--- config.mk ---
export PLATFORM = sky130hd
export DESIGN_NAME = corr_sched_flat
export DESIGN_NICKNAME = d
export VERILOG_FILES = /design/src/rtl/corr_sched_if.sv /design/src/rtl/corr_sched.sv /design/src/flat_wrapper.sv
export SDC_FILE = /design/constraint.sdc
export NUM_CORES = 1
export LEC_CHECK = 0
export ABC_AREA = 1
export BUFFER_PORTS_ARGS = -buffer_cell sky130_fd_sc_hd__buf_2
export CAP_MARGIN = 20
export CORE_UTILIZATION = 45
export CTS_BUF_LIST = sky130_fd_sc_hd__clkbuf_4 sky130_fd_sc_hd__clkbuf_8 sky130_fd_sc_hd__clkbuf_16
export CTS_CLUSTER_DIAMETER = 40
export DETAILED_ROUTE_END_ITERATION = 7
export GPL_ROUTABILITY_DRIVEN = 0
export GPL_TIMING_DRIVEN = 0
export PLACE_DENSITY = 0.75
export SLEW_MARGIN = 10
export SYNTH_ARGS = -nofsm -noshare
export SYNTH_HDL_FRONTEND = slang
export SYNTH_SLANG_ARGS = --single-unit
--- constraint.sdc ---
create_clock -name clk -period 2.4 [get_ports clk]
set_clock_uncertainty 0.1 [all_clocks]
set_input_delay 0.48 -clock clk [delete_from_list [all_inputs] [get_ports clk]]
set_output_delay 0.48 -clock clk [all_outputs]
set_load 0.02 [all_outputs]
--- src/rtl/corr_sched_if.sv ---
// rtl/corr_sched_if.sv - sample, calibration, datapath and output bundle of corr_sched
interface corr_sched_if #(
    parameter int NCH = 3
);
    logic [NCH-1:0]   smpl_vld;
    logic [8*NCH-1:0] smpl_raw;
    logic [NCH-1:0]   smpl_rdy;

    logic             cfg_we;
    logic [1:0]       cfg_ch;
    logic             cfg_sel;
    logic [7:0]       cfg_data;

    logic [7:0]       corr_raw;
    logic [7:0]       corr_offset;
    logic [7:0]       corr_gain;
    logic [7:0]       corr_out;

    logic             out_vld;
    logic [1:0]       out_ch;
    logic [7:0]       out_data;
    logic             out_rdy;

    modport master (
        output smpl_vld, smpl_raw, cfg_we, cfg_ch, cfg_sel, cfg_data, corr_out, out_rdy,
        input  smpl_rdy, corr_raw, corr_offset, corr_gain, out_vld, out_ch, out_data
    );

    modport slave (
        input  smpl_vld, smpl_raw, cfg_we, cfg_ch, cfg_sel, cfg_data, corr_out, out_rdy,
        output smpl_rdy, corr_raw, corr_offset, corr_gain, out_vld, out_ch, out_data
    );
endinterface

--- src/rtl/corr_sched.sv ---
// rtl/corr_sched.sv - shares one offset/gain correction datapath among NCH channels
// CORR_SCHED_PRIO_EN selects fixed lowest-index priority instead of round-robin.
module corr_sched #(
    parameter int NCH = 3
) (
    input  logic         clk,
    input  logic         rst_n,
    corr_sched_if.slave  bus
);
    typedef enum logic [1:0] {IDLE, DRIVE, OUT} state_t;

    state_t     state, state_d;
    logic [7:0] off_q  [NCH];
    logic [7:0] gain_q [NCH];
    logic [7:0] op_raw, op_off, op_gain;
    logic [1:0] op_ch;
    logic       out_vld_q;
    logic [1:0] out_ch_q;
    logic [7:0] out_data_q;

    logic [3:0] vld4;
    logic       gnt_found;
    logic [1:0] gnt_idx;
    logic [1:0] cand;
    logic       grant;
    logic       cfg_hit;

`ifndef CORR_SCHED_PRIO_EN
    logic [1:0] last_grant;
`endif

    assign vld4 = 4'(bus.smpl_vld);

    // First valid channel found walking the search order wins.
    always_comb begin
        gnt_found = 1'b0;
        gnt_idx   = 2'd0;
        cand      = 2'd0;
        for (int k = 0; k < NCH; k++) begin
`ifdef CORR_SCHED_PRIO_EN
            cand = 2'(k);
`else
            cand = 2'((int'(last_grant) + 1 + k) % NCH);
`endif
            if (!gnt_found && vld4[cand]) begin
                gnt_found = 1'b1;
                gnt_idx   = cand;
            end
        end
    end

    assign grant        = (state == IDLE) && gnt_found;
    assign bus.smpl_rdy = NCH'(grant) << gnt_idx;
    assign cfg_hit      = bus.cfg_we && (int'(bus.cfg_ch) < NCH);

    always_comb begin
        state_d = state;
        unique case (state)
            IDLE:    if (gnt_found) state_d = DRIVE;
            DRIVE:   state_d = OUT;
            OUT:     if (bus.out_rdy) state_d = IDLE;
            default: state_d = IDLE;
        endcase
    end

    always_ff @(posedge clk) begin
        if (!rst_n) begin
            state      <= IDLE;
            for (int i = 0; i < NCH; i++) begin
                off_q[i]  <= 8'h00;
                gain_q[i] <= 8'h80;
            end
            op_raw     <= 8'h00;
            op_off     <= 8'h00;
            op_gain    <= 8'h80;
            op_ch      <= 2'd0;
            out_vld_q  <= 1'b0;
            out_ch_q   <= 2'd0;
            out_data_q <= 8'h00;
`ifndef CORR_SCHED_PRIO_EN
            last_grant <= 2'(NCH - 1);
`endif
        end else begin
            state <= state_d;
            if (cfg_hit) begin
                if (bus.cfg_sel) gain_q[bus.cfg_ch] <= bus.cfg_data;
                else             off_q[bus.cfg_ch]  <= bus.cfg_data;
            end
            // Calibration is read before this cycle's write lands, so a
            // same-cycle write only affects later grants.
            if (grant) begin
                op_raw  <= bus.smpl_raw[{gnt_idx, 3'b000} +: 8];
                op_off  <= off_q[gnt_idx];
                op_gain <= gain_q[gnt_idx];
                op_ch   <= gnt_idx;
`ifndef CORR_SCHED_PRIO_EN
                last_grant <= gnt_idx;
`endif
            end
            if (state == DRIVE) begin
                out_data_q <= bus.corr_out;
                out_ch_q   <= op_ch;
                out_vld_q  <= 1'b1;
            end else if (state == OUT && bus.out_rdy) begin
                out_vld_q <= 1'b0;
            end
        end
    end

    assign bus.corr_raw    = op_raw;
    assign bus.corr_offset = op_off;
    assign bus.corr_gain   = op_gain;
    assign bus.out_vld     = out_vld_q;
    assign bus.out_ch      = out_ch_q;
    assign bus.out_data    = out_data_q;
endmodule

--- src/flat_wrapper.sv ---
// flat-port wrapper written by rule: the top's interface ports become plain ports
module corr_sched_flat 
#(
    parameter int NCH = 3
)
  (clk, rst_n, bus_smpl_vld, bus_smpl_raw, bus_cfg_we, bus_cfg_ch, bus_cfg_sel, bus_cfg_data, bus_corr_out, bus_out_rdy, bus_smpl_rdy, bus_corr_raw, bus_corr_offset, bus_corr_gain, bus_out_vld, bus_out_ch, bus_out_data);
  corr_sched_if #(.NCH(NCH)) bus_i ();
  input  logic clk;
  input  logic rst_n;
  input wire logic [$bits(bus_i.smpl_vld)-1:0] bus_smpl_vld;
  input wire logic [$bits(bus_i.smpl_raw)-1:0] bus_smpl_raw;
  input wire logic [$bits(bus_i.cfg_we)-1:0] bus_cfg_we;
  input wire logic [$bits(bus_i.cfg_ch)-1:0] bus_cfg_ch;
  input wire logic [$bits(bus_i.cfg_sel)-1:0] bus_cfg_sel;
  input wire logic [$bits(bus_i.cfg_data)-1:0] bus_cfg_data;
  input wire logic [$bits(bus_i.corr_out)-1:0] bus_corr_out;
  input wire logic [$bits(bus_i.out_rdy)-1:0] bus_out_rdy;
  output wire logic [$bits(bus_i.smpl_rdy)-1:0] bus_smpl_rdy;
  output wire logic [$bits(bus_i.corr_raw)-1:0] bus_corr_raw;
  output wire logic [$bits(bus_i.corr_offset)-1:0] bus_corr_offset;
  output wire logic [$bits(bus_i.corr_gain)-1:0] bus_corr_gain;
  output wire logic [$bits(bus_i.out_vld)-1:0] bus_out_vld;
  output wire logic [$bits(bus_i.out_ch)-1:0] bus_out_ch;
  output wire logic [$bits(bus_i.out_data)-1:0] bus_out_data;
  assign bus_i.smpl_vld = bus_smpl_vld;
  assign bus_i.smpl_raw = bus_smpl_raw;
  assign bus_i.cfg_we = bus_cfg_we;
  assign bus_i.cfg_ch = bus_cfg_ch;
  assign bus_i.cfg_sel = bus_cfg_sel;
  assign bus_i.cfg_data = bus_cfg_data;
  assign bus_i.corr_out = bus_corr_out;
  assign bus_i.out_rdy = bus_out_rdy;
  assign bus_smpl_rdy = bus_i.smpl_rdy;
  assign bus_corr_raw = bus_i.corr_raw;
  assign bus_corr_offset = bus_i.corr_offset;
  assign bus_corr_gain = bus_i.corr_gain;
  assign bus_out_vld = bus_i.out_vld;
  assign bus_out_ch = bus_i.out_ch;
  assign bus_out_data = bus_i.out_data;
  corr_sched #(.NCH(NCH)) u_core (.clk(clk), .rst_n(rst_n), .bus(bus_i));
endmodule
# --- Word-level counts from Yosys, hierarchy flattened ---
# Memory sizes are Yosys's and may differ from the RTL's. A register that Yosys moved wholly into a read port is not among the register bits.
# Index checks and enable logic that the tools add are counted.
classes:
  n_addsub: 3
  mul: 0
  n_div: 3
  n_lt_le_gt_ge: 4
  n_eq_ne: 4
  shift: 2
  n_mux: 32
  bitwise_logic: 0
  n_reduce_logical: 14
op_table:
  columns: ["cell", "n"]
  rows:
  - ["$mod 32x3->32 const B", 3]
  - ["$add 32x2->32 const B", 1]
  - ["$add 32x3->32 const B", 1]
  - ["$shiftx 24x6->8", 1]
  - ["$mux 1", 19]
  - ["$mux 8", 2]
  - ["$reduce_or 8->1", 2]
  - ["$mux 2", 7]
  - ["$lt 2x3->1 const B", 3]
  - ["$bmux 1 s2", 3]
  - ["$pmux 2 s3", 1]
  - ["$logic_and 1x1->1", 5]
  - ["$logic_not 1->1", 4]
  - ["$add 2x1->3 const B", 1]
  - ["$shl 1x2->3", 1]
  - ["$eq 2x1->1 const B", 1]
  - ["$eq 2x2->1 const B", 1]
  - ["$logic_not 2->1", 1]
  - ["$lt 2x2->1 const B", 1]
  - ["$ne 2x1->1 const B", 1]
  - ["$ne 2x2->1 const B", 1]
  - ["$reduce_and 2->1", 1]
  - ["$reduce_bool 2->1", 1]
totals:
  regBits: 25
  latchBits: 0
  ram_bits: 48
  mem_bits_ro: 0
  in_bits: 50
  out_inout_bits: 38
  elab_cells: 71
  n_memories: 2
mem_list:
  columns: ["name", "words", "width", "read_ports", "rd_ports_with_merged_regs", "write_ports", "line", "rtl"]
  rows:
  - ["u_core.gain_q", 3, 8, 1, 1, 3, "corr_sched.sv:14", "logic [7:0] gain_q [NCH];"]
  - ["u_core.off_q", 3, 8, 1, 1, 3, "corr_sched.sv:13", "logic [7:0] off_q [NCH];"]

# --- Longest topological paths before layout ---
# Gate-level depths: netlist of run 1.
logic_depth:
  ltp_word: 13
  depth_mapped: 17
  ltp_nobuf: 15

# --- Least setup slack after synthesis of run 1 ---
# No wires, ideal clock.
synth_path:
  kind: "register -> output"
  from: "register u_core.last_grant[0]"
  to: "output port bus_smpl_rdy[2]"
  t_arrival_ns: 2.052
  required_ns: 1.820
  slack_ns: -0.232
  stages_incl_launch_ff: 16
  path_buffers: 2
  path_cell_list: "dfxtp_1 -> inv_1 -> ha_1 -> buf_4 -> nand2_1 -> nand3_2 -> nand2_4 -> nand2_2 -> nor2_4 -> nand2_2 -> nand2_4 -> inv_2 -> buf_6 -> nor2_4 -> inv_2 -> nor2_1"
synth_via:
  elab_chain_len: 13
  word_cells_on_any_way: 24
  cone_classes: "add/sub (3); div (3); shift (1); mux (12); reduce/logical (5)"
synth_lines:
  columns: ["element", "line", "rtl"]
  rows:
  - ["start, declared", "corr_sched.sv:29", "logic [1:0] last_grant;"]
  - ["start signal, assigned", "corr_sched.sv:81", "last_grant <= 2'(NCH - 1);"]
  - ["start signal, assigned", "corr_sched.sv:97", "last_grant <= gnt_idx;"]
  - ["$add 2x1->3 (*)", "corr_sched.sv:43", "cand = 2'((int'(last_grant) + 1 + k) % NCH);"]
  - ["parallel branches: the longest is 11 deep, another holds $add 32x2->32", null, null]
  - ["$shl 1x2->3 (*)", "corr_sched.sv:53", "assign bus.smpl_rdy = NCH'(grant) << gnt_idx;"]
  - ["end, declared", "flat_wrapper.sv:18", "output wire logic [$bits(bus_i.smpl_rdy)-1:0] bus_smpl_rdy;"]
# Mark *: on every way between the ends. The select of a mux whose other input is x is not followed.

# --- Worst setup path in the final report of run 1 ---
layout_path:
  from: "register u_core.last_grant[0]"
  to: "output port bus_smpl_rdy[0]"
# Same word-level chain as after synthesis.

==> results of run 1 <==
==> logic make-up (layout without fill, tap and decap cells) <==
family	count (synthesis)	after routing	synth area share [%]
and+or+nand+nor	349	349	31.3
other	1	16	0.0752
adders and majority gates	4	4	1.00
DFF	104	104	54.6
buffers and inverters	121	245	10.3
AOI/OAI and AO/OA	23	23	2.76
==> per-layer routing <==
layer / vias up / part of all wire, %
li1: 2154 / -
met1: 1910 / 44
met2: 144 / 48
met3: 23 / 5.7
met4: 0 / 2.4
met5: - / 0
==> where the power goes <==
group | internal (mW) | switching, mW
combinational | 1.92 | 3.10
clock | 0.596 | 0.570
sequential | 2.24 | 0.157
total | 4.75 | 3.83
==> area by class of cell <==
| type | instances | area, sq um | area share, % |
|---|---|---|---|
| flip-flops and latches | 104 | 2730 | 44.0 |
| multi-input cells | 392 | 1910 | 30.8 |
| repair buffers | 110 | 658 | 10.6 |
| inverters | 97 | 374 | 6.04 |
| clock buffers | 13 | 178 | 2.87 |
| well taps | 140 | 175 | 2.83 |
| plain buffers | 22 | 139 | 2.24 |
| clock inverters | 3 | 40.0 | 0.646 |
==> layout by cell type (no fill, tap or decap), types with 2 or more instances in the layout <==
master	count
sky130_fd_sc_hd__nand2_1	144
sky130_fd_sc_hd__edfxtp_1	64
sky130_fd_sc_hd__inv_2	8
sky130_fd_sc_hd__nand2_4	5
sky130_fd_sc_hd__nand2_2	3
sky130_fd_sc_hd__nand3b_1	14
sky130_fd_sc_hd__nand3_2	5
sky130_fd_sc_hd__nor2_4	6
sky130_fd_sc_hd__a21oi_1	4
sky130_fd_sc_hd__clkbuf_1	6
sky130_fd_sc_hd__dfxtp_2	2
sky130_fd_sc_hd__o211ai_1	3
sky130_fd_sc_hd__ha_1	2
sky130_fd_sc_hd__nor4_1	3
sky130_fd_sc_hd__inv_6	2
sky130_fd_sc_hd__conb_1	16
sky130_fd_sc_hd__nand4_1	3
sky130_fd_sc_hd__o21ai_0	11
sky130_fd_sc_hd__inv_1	87
sky130_fd_sc_hd__buf_6	10
sky130_fd_sc_hd__clkbuf_4	2
sky130_fd_sc_hd__dfxtp_1	38
sky130_fd_sc_hd__buf_2	92
sky130_fd_sc_hd__o21ai_1	2
sky130_fd_sc_hd__nand3_1	74
sky130_fd_sc_hd__nor2_1	88
sky130_fd_sc_hd__clkbuf_8	10
sky130_fd_sc_hd__buf_12	2
sky130_fd_sc_hd__buf_4	21
==> flip-flops by register name (all words and copies together) (netlist names) <==
name	count
u_core.gain_q	32
u_core.off_q	32
u_core.bus.corr_gain	8
u_core.bus.corr_offset	8
u_core.bus.corr_raw	8
u_core.bus.out_data	8
u_core.bus.out_ch	2
u_core.last_grant	2
u_core.state	2
u_core.bus.out_vld	1
u_core.op_ch	1
==> worst max-delay path by stage <==
stage | start | to | depth (start not counted)
3_3_place_gp | u_core.last_grant[0] | bus_smpl_rdy[2] | 17
6_report | u_core.last_grant[0] | bus_smpl_rdy[0] | 13
3_5_place_dp | u_core.last_grant[0] | bus_smpl_rdy[2] | 17
5_1_grt | u_core.last_grant[0] | bus_smpl_rdy[0] | 16
4_1_cts | u_core.last_grant[0] | bus_smpl_rdy[0] | 15
2_1_floorplan | u_core.last_grant[0] | bus_smpl_rdy[2] | 16
==> timing repair <==
item | CTS | global route
hold buffers | 0 | 0
gates cloned | 0 | 0
setup buffers | 17 | 8
gates resized for setup | 13 | 10
pin swaps | 9 | 9
endpoints found under the setup margin | 3 | 20
==> results.txt, run 1 <==
The tools report the final core utilization as 57.1%. By instance count, the leading cell after synthesis is sky130_fd_sc_hd__nand2_1. The count of state elements after synthesis came out at 104.

The met2 routing resource usage after global routing is 35.7%. Data on the critical path arrives at its endpoint at 2300 ps. The pin count of the biggest net entering global routing came out at 17.

The clock reaches the later pin of the worst-skew pair after 370 ps. The number of placed instances, taps included was 843; the placed instance area was 5710 sq um. The first-pass iteration count of the detailed router was 5; the clock-pin slew on the worst setup and hold paths was 100 ps. Measured along the y axis, the die boundary spans 107 um. The run gives 4036 as the number of global-route vias before repair. The count of final max-slew check failures came out at 0. The worst hold path terminates at u_core.off_q[3][3]. After layout, the worst path uses 120% of the clock period. The run gives 1820 ps as the data required time of the worst path. After global routing, the most crowded layer is met2. The total detailed-routing wirelength came out at 11900 um.

In the final routed layout, each cell accounts on average for 13.5 um. Worst setup slack after layout: -483 ps. The tools report the met3 track demand over resource as 3.51%. The transition time at the pin with the least slew margin is 580 ps, and the worst vdd rail ir drop is 0.589 mV. The maximum level of the CTS H-tree came out at 3. The shortest period the worst path allows works out to 2880 ps.

Among all flip-flop cells after synthesis, the most frequent one is sky130_fd_sc_hd__edfxtp_1. The flow ran to the end, but the final reports show violations. The worst hold path cell count was 1. Category of the worst setup path launch point: a register. By count the netlist is led by 144 x sky130_fd_sc_hd__nand2_1, 92 x sky130_fd_sc_hd__nor2_1, 88 x sky130_fd_sc_hd__inv_1. The static leakage power is 3.11 nW, and the largest fanout on the critical path is 6.

By area the synthesized netlist is led by sky130_fd_sc_hd__edfxtp_1 39%, sky130_fd_sc_hd__dfxtp_1 16%, sky130_fd_sc_hd__nand2_1 11%, sky130_fd_sc_hd__nand3_1 7.8%, sky130_fd_sc_hd__nor2_1 6.9%. The die boundary width was 107 um; the synthesized instance count was 602. The count of standard-cell rows was 38; the part of the Yosys area used for sequential elements was 54.6%.

Of all flip-flops after synthesis, the portion carrying an async set or reset was 0%. The logs give 9 for the number of buffers created by CTS and 46.0% for the starting density of the core. The cell area after synthesis came out at 4990 sq um. The clock drives 104 sinks. Cells with a size suffix above 1 make up 24.2% of the layout. The cell type with the largest total area after synthesis was sky130_fd_sc_hd__edfxtp_1.

Dividing the detail-routed via count by the number of cells gives 4.80. The run gives 317 as the detailed router's first-iteration violation count. The class of the most critical hold timing path was primary input to register. The tools report the HPWL after detailed placement as 8800 um. The first global-routing pass estimated 18900 um of wire. Hold is met by 214 ps. Setup violations remaining at the end of the flow were counted as 3.

The count of final hold-check violations is 0, and the upper clock frequency limit is 347 MHz. The total overflow left after global routing is 0. The final reports fail on negative setup slack. The delay of the slowest cell on the worst path was 360 ps.

Summing all non-filler instances in the final layout gives an area of 6190 sq um. The count of cells in the finished layout, fillers not included, comes to 881. For the overall power, the log shows 8.58 mW. Category of the critical setup timing path: register to output port. The core region is 10800 sq um. The layout-stage area growth over the synthesis result works out to 24.1%. The endpoint kind of the worst setup timing path is an output port. Category of cells accounting for the largest share of critical-path delay: buffers and inverters. 88 I/O pins were placed. The tools report the clock root buffer as sky130_fd_sc_hd__clkbuf_8.

The repair_antennas step left the layout with diodes totalling 0. The detail route stage leaves a number of antenna-violating nets equal to 0. For the number of distinct standard cells referenced by the synthesized netlist, the log shows 31.

The start point of the worst min-delay path is bus_cfg_data[3]. Setup repair after global routing could not meet its margin everywhere. After filler insertion, the fill cell instance count of the layout stands at 979. Each instance of the synthesized netlist takes up on average 8.29 sq um. In this run the critical register-to-register path is launched from u_core.last_grant[0].

The slowest stage of the critical path belongs to the cell sky130_fd_sc_hd__dfxtp_2. The number of enable flip-flop cells after synthesis was 64. The critical path's most frequent cell was sky130_fd_sc_hd__buf_6. The slack of the worst reg-to-reg path was 50 ps; the total of max-cap violations was 0. The floorplan step defined a die boundary enclosing 11500 sq um. The total DRC errors in the routed layout was 0.

Prior to clock tree synthesis, the placed netlist has a worst setup slack of -384 ps. In this run the critical register-to-register path is captured at u_core.bus.corr_offset[4]. Count of synthesis-stage warnings from yosys: 0.

TritonCTS built the clock tree. Final layout net count: 790. Across all layers, the routed design uses 4231 vias.

The number of buffers and inverters on the critical path was 6; the met1 track demand over resource in global routing was 27.3%. The area share of the largest cell type after synthesis came out at 38.5%. The signal on the critical path passes through inv_2, ha_4, buf_6, o21ai_4, nand2_4, a31oi_4, nand2_4, buf_12, nor2_4, buf_6, inv_6, nor2_4, buf_6. The worst-case clock buffer depth was 2. The total routing resource utilization after global routing was 21.5%. Setup total negative slack on the finished layout was measured at -1380 ps.

Dividing total power by cell area gives a power density of 1390 nW/um^2. The relative slew slack is 61.3%, and the number of input and output port buffers inserted is 86. The worst register-to-register path has a depth of 17.

The initial antenna violation count is 0.
(Power assumes the default switching activity.)
==> run 2: changes to the inputs <==
- PLACE_DENSITY: 0.75 -> not set
- PLACE_DENSITY_LB_ADDON: not set -> 0.15
==> run 2 against run 1 <==
The run still ends with negative setup slack left; non-clock buffer count up 9; clock-buffer cell count down 1; cell area up 4.8%; die area unchanged; sequential power about the same; flip-flop and latch count unchanged; combinational power up 24%.
==> results.txt, run 2 (synthesis gave the netlist of run 1 again) <==
At the pin with the least slew margin, the transition time is 638 ps. The overall die height came out at 107 um. Detailed routing inserted a total of 4384 vias. For this run, the detailed router's first-pass iteration total came to 5. The logs give 977 for the final-layout fill cell count and 0 for the total DRC errors in the routed layout.

The cell area after layout was 6490 sq um. Post-detailed-route via-to-cell ratio: 4.93. The first global-routing pass estimated 19900 um of wire. Port buffering added 86 buffers. For flop-to-flop paths, the worst setup slack is -100 ps. The design draws 9.62 mW.

The critical path is of the register to output port type. After clock tree synthesis, the clock-pin slew on the worst setup and hold paths is 100 ps. TritonCTS built the clock tree.

The library cells used most frequently in the layout, excluding fill and tap cells, are 133 x sky130_fd_sc_hd__nand2_1, 88 x sky130_fd_sc_hd__nor2_1, 86 x sky130_fd_sc_hd__buf_2. The run gives 18 as the number of setup violations in the final report. The path class of the tightest hold or removal check is primary input to register. The count of nets left with antenna violations once routing finished came out at 0.

Worst setup slack after layout: -435 ps. The critical path goes through inv_2, ha_4, buf_4, o21ai_4, nand2_4, a31oi_4, nand2_8, nor2_4, buf_6, inv_6, nor2_4, buf_6. The tool flagged a number of max-cap violations equal to 0.

For the count of final max-slew check failures, the log shows 0. Hold timing on the final database bottoms out at a slack of 198 ps. Clock insertion delay at the later pin of the skew report: 380 ps. STA classifies the critical path startpoint as a register. In this run the number of H-tree levels came out at 3. Summed over all cells, the static leakage comes to 3.22 nW.

Placed instance area: 5710 sq um. The run gives 799 as the final layout net count. After floorplanning, the core was sized to cover 10800 sq um.

The largest registers in the layout are u_core.gain_q: 32 flops, u_core.off_q: 32 flops. For the total detailed-routing wirelength, the log shows 13000 um. For this run, the top clock speed supported by timing is 353 MHz. The clock root buffer was sky130_fd_sc_hd__clkbuf_8. The tree built by TritonCTS fans out to 104 sinks. The checks that failed: negative setup slack. Headroom to the max-slew limit came out at 57.5%. Global routing finished with a remaining overflow of 0. The worst-case IR drop observed on VDD is 0.630 mV.

Global routing used 22.7% of the available tracks across all layers. The tools report the number of buffers created by CTS as 9. The largest fanout on the critical path was 8. Detailed placement ended at an HPWL of 8910 um. The slowest stage of the critical path is the sky130_fd_sc_hd__dfxtp_2 cell.

The count of final hold-check violations is 0, and the wire length per cell after detailed routing is 14.6 um. The cell family contributing the most delay on the critical path is buffers and inverters. Die boundary width: 107 um. Entering global routing, the biggest net connects 17 pins.

The first routing iteration left 342 violations. The number of antenna cells inserted is 0, and the part of the cycle the worst path needs is 118%. Setup repair after global routing could not meet its margin everywhere. The tools report the starting density of the core as 46.0%. The flow ran to the end, but the final reports show violations.

The delay of the slowest cell on the worst path was 350 ps. The tools report the endpoint kind of the worst setup timing path as an output port. For this design the ratio of total power to cell area is 1480 nW/um^2. The data required time of the worst path came out at 1820 ps. The tools report the initial antenna violation count as 0.

For the worst-case clock buffer depth, the log shows 2. Together, buffers and inverters on the worst path number 5. Cells with a size suffix above 1 make up 29.2% of the layout. The library cell used most frequently in the layout, excluding fill and tap cells, is sky130_fd_sc_hd__nand2_1. During I/O placement, the number of pins put on the boundary was 88. The layout-stage area growth over the synthesis result came out at 30.1%. The number of global-route vias before repair was 4045. At the worst endpoint, the arrival time is 2260 ps. For the finished layout, the period the worst path requires is 2840 ps. After floorplanning, the core was divided into 38 placement rows. The run gives 11500 sq um as the area of the die.
-- run 2: cell types whose count changed in the layout (fill, tap and decap cells not counted), sizes merged --
cell    before  now
clkinv       1    5
inv         98   96
clkbuf      19   21
buf        126  132
bufinv       1    0
-- run 2: layer usage --
layer | up-vias | track usage [%] | wire length [um]
met3 | 15 | 4.12 | 726
li1 | 2181 | - | -
met5 | - | 0 | 0
met1 | 2062 | 28.9 | 5580
met2 | 126 | 39.3 | 6490
met4 | 0 | 7.14 | 174
-- run 2: stage by stage --
step | util [%] | setup TNS [ps] | instances | setup slack (ps)
2_1_floorplan | - | -68.0 | 617 | -68.0
3_3_place_gp | 52.7 | -2340 | 843 | -377
3_5_place_dp | 52.7 | -4430 | 843 | -424
4_1_cts | 57.1 | -1720 | 880 | -408
5_1_grt | 59.9 | -4750 | 890 | -536
6_report | 59.9 | -2140 | 890 | -435
-- run 2: power by group --
part / total [mW] / switching, mW / leakage, nW / internal (mW)
Clock: 1.02 / 0.599 / 0.0923 / 0.424
Sequential: 2.39 / 0.150 / 0.949 / 2.24
Combinational: 6.21 / 3.63 / 2.18 / 2.58
-- run 2: worst reg2reg max path: cells and delay by family (launching register included) --
| kind | cells | cell delay (ps) |
|---|---|---|
| adders and majority gates | 1 | 340 |
| buffers and inverters | 7 | 650 |
| DFF | 1 | 350 |
| and+or+nand+nor | 11 | 950 |
-- run 2: final cells by class --
cell class / count / area, sq um / share of cell area [%]
plain buffers: 21 / 154 / 2.37
repair buffers: 120 / 790 / 12.2
well taps: 140 / 175 / 2.70
flip-flops and latches: 104 / 2730 / 42.0
clock buffers: 12 / 153 / 2.35
clock inverters: 4 / 21.3 / 0.328
multi-input cells: 392 / 2080 / 32.1
inverters: 97 / 392 / 6.03
-- run 2: path summary, 6_finish.rpt --
check,start,endpoint,depth (start not counted)
worst max register to register,u_core.last_grant[0],u_core.bus.corr_gain[6],19
worst min register to register,u_core.bus.out_vld,u_core.bus.out_vld,2
worst min-delay path,bus_cfg_data[3],u_core.gain_q[3][3],1
worst max-delay path,u_core.last_grant[0],bus_smpl_rdy[0],12
-- run 2: what timing repair did --
item / CTS / global route
pin swaps: 15 / 16
hold endpoints to repair: 0 / 0
setup buffers: 22 / 9
hold buffers: 0 / 0
endpoints found under the setup margin: 14 / 30
gates resized for setup: 38 / 53
cloned: 1 / 2
==> run 3: changes to the inputs <==
- GPL_ROUTABILITY_DRIVEN: 0 -> not set
- SKIP_CTS_REPAIR_TIMING: not set -> 1
==> run 3 against run 2 <==
Wire length down 5.6%; global-route usage down 0.85 points; total power down 10%; clock-buffer cell count unchanged; largest power group unchanged; die area unchanged; flip-flop and latch count unchanged; the run still ends with negative setup slack left; via count down 2.5%; cell count down 0.56%; register-to-register slack about the same; worst hold slack worse by 1.3 ps.
==> results.txt, run 3 (synthesis gave the netlist of run 1 again) <==
Once the floorplan was initialized, standard cells occupied 46.0% of the core. From synthesis to final layout, the design area changed by 24.1%. No sink is reached through more buffers than the 2 on the longest clock path. The count of nets left with antenna violations once routing finished came out at 0.

Clock-pin slew was measured on the worst setup and hold paths at 100 ps. The tools report the category of the worst setup path launch point as a register. The largest registers in the layout are u_core.gain_q: 32 flops, u_core.off_q: 32 flops. Data on the critical path is required at its endpoint by 1820 ps. The worst hold path cell count is 1, and the static leakage power is 3.11 nW. The die covers 11500 sq um. Power spread over the standard cell area amounts to 1400 nW/um^2.

The sequential cells in the finished layout cover a total of 2730 sq um. Destination of the worst register-to-register timing path: u_core.bus.corr_gain[6]. The run gives -532 ps as the worst setup slack after layout. Die boundary width: 107 um.

For the worst setup path, the data arrival time is 2350 ps. Entering global routing, the biggest net connects 17 pins. Launch point of the worst reg-to-reg path: u_core.last_grant[0].

For this run, design rule violations remaining after detail routing come to 0. Timing would allow up to 341 MHz. In the routed layout, each cell is associated on average with a via count of 4.83. The design draws 8.65 mW.

Setup violations remaining at the end of the flow were counted as 10. The remaining global-route overflow was 0. The overall die height is 107 um, and the final core utilization is 57.1%.

The run finished, with violations left. In the final layout, the multi-input gates occupy 1920 sq um. Detailed routing inserted a total of 4275 vias. The clock root buffer was sky130_fd_sc_hd__clkbuf_8.

The count of final max-slew check failures came out at 0. The HPWL after detailed placement was 8910 um; the core area was 10800 sq um. The endpoint kind of the worst setup timing path was an output port. The total detailed-routing wirelength was 12200 um; the transition time at the pin with the least slew margin was 660 ps. The relative slew slack was 56.0%; the boundary pin count was 88. The H-tree was split into 3 levels. The floorplan has 38 rows.

Global routing used 21.9% of the available tracks. The final weighted congestion in routability-driven placement was 0.821; the number of input and output port buffers inserted was 86. Fraction of final layout cells with drive strength greater than 1: 24.3%. Setup repair after global routing could not meet its margin everywhere. The slack of the worst reg-to-reg path is -90 ps. The start point of the worst min-delay path was bus_cfg_data[3]. After the first detailed-routing iteration, the DRC count stood at 275. Category of the critical setup timing path: register to output port. TritonCTS built the clock tree. The later pin in the worst-skew pair is clocked with a latency of 380 ps.

Class of the most critical hold timing path: primary input to register. The routed design could run at a clock period as short as 2930 ps. For the final-layout fill cell count, the log shows 1016.

Across the VDD grid, the largest voltage drop is 0.626 mV. The first global-routing pass estimated 19100 um of wire. The run gives 0 as the number of antenna cells inserted. The initial antenna violation count is 0. For this run, the detailed router's first-pass iteration total came to 4. Most common cell after layout, fill and taps aside: sky130_fd_sc_hd__nand2_1. The number of global-route vias before repair is 3890. In this run the worst path has a maximum fanout of 8. The final reports fail on negative setup slack. The net count of the finished layout is 794. The TritonCTS sink count was 104. Across the run, the number of max-cap violations was 0. Of the available clock period, the critical path in the final layout requires 122%. Number of placed instances, taps included: 843.

The wire length per cell after detailed routing came out at 13.8 um. Leaving out fill and tap cells, the most frequent cells in the layout are 142 x sky130_fd_sc_hd__nand2_1, 91 x sky130_fd_sc_hd__buf_2, 89 x sky130_fd_sc_hd__nor2_1. The hold path endpoint was u_core.gain_q[3][3].

The run gives 9 as the number of buffers created by CTS. The tools report the non-filler instance count after layout as 885. The count of final hold-check violations was 0. The worst register-to-register path has a depth of 17.
run 3: per-layer routing:
| layer | part of all wire, % | wire length, um | GRT usage, % | vias up |
|---|---|---|---|---|
| met3 | 4.9 | 595 | 3.51 | 13 |
| li1 | - | - | - | 2171 |
| met2 | 49 | 5990 | 37.0 | 123 |
| met1 | 45 | 5520 | 28.9 | 1968 |
| met5 | 0 | 0 | 0 | - |
| met4 | 1.2 | 145 | 6.56 | 0 |
run 3: worst max path at each step:
stage	start	end	slack (ps)	cells past startpoint
CTS	u_core.last_grant[0]	bus_smpl_rdy[2]	-840	17
detailed placement	u_core.last_grant[0]	bus_smpl_rdy[2]	-420	17
global placement	u_core.last_grant[1]	bus_smpl_rdy[2]	-380	15
finish	u_core.last_grant[0]	bus_smpl_rdy[2]	-530	16
global route	u_core.last_grant[0]	bus_smpl_rdy[2]	-650	15
floorplan	u_core.last_grant[0]	bus_smpl_rdy[2]	-70	16
run 3: where the power goes:
group / internal [mW] / switching, mW
logic: 2.02 / 3.22
registers: 2.24 / 0.151
clock network: 0.424 / 0.591
total: 4.69 / 3.96
run 3: worst max-delay path: stages (launching register included):
cell and delay [ps]:
sky130_fd_sc_hd__dfxtp_4 380, sky130_fd_sc_hd__inv_4 50, sky130_fd_sc_hd__ha_4 340, sky130_fd_sc_hd__inv_4 50, sky130_fd_sc_hd__nand2_2 50, sky130_fd_sc_hd__nand3_2 80
sky130_fd_sc_hd__nand2_4 120, sky130_fd_sc_hd__nand2_4 60, sky130_fd_sc_hd__nor2_4 140, sky130_fd_sc_hd__nand2_4 90, sky130_fd_sc_hd__nand2_8 90, sky130_fd_sc_hd__inv_8 40
sky130_fd_sc_hd__buf_8 120, sky130_fd_sc_hd__nor2_4 120, sky130_fd_sc_hd__inv_2 60, sky130_fd_sc_hd__nor2_4 80, sky130_fd_sc_hd__buf_6 120
run 3: metrics by stage:
step / setup slack [ps] / TNS, ps / hold WS, ps / cell area [sq um]
floorplan: -68.0 / -68.0 / 348 / 5110
global placement: -377 / -2340 / 348 / 5710
detailed placement: -424 / -4430 / 352 / 5710
CTS: -839 / -2760 / 190 / 5890
global route: -650 / -4660 / 190 / 6190
finish: -532 / -1760 / 196 / 6190
run 3: layout make-up:
type | count | area share, %
Tap cell | 140 | 2.83
Sequential cell | 104 | 44.0
Clock buffer | 12 | 2.46
Multi-Input combinational cell | 392 | 30.9
Timing Repair Buffer | 115 | 10.9
Inverter | 97 | 6.24
Clock inverter | 4 | 0.343
Buffer | 21 | 2.22
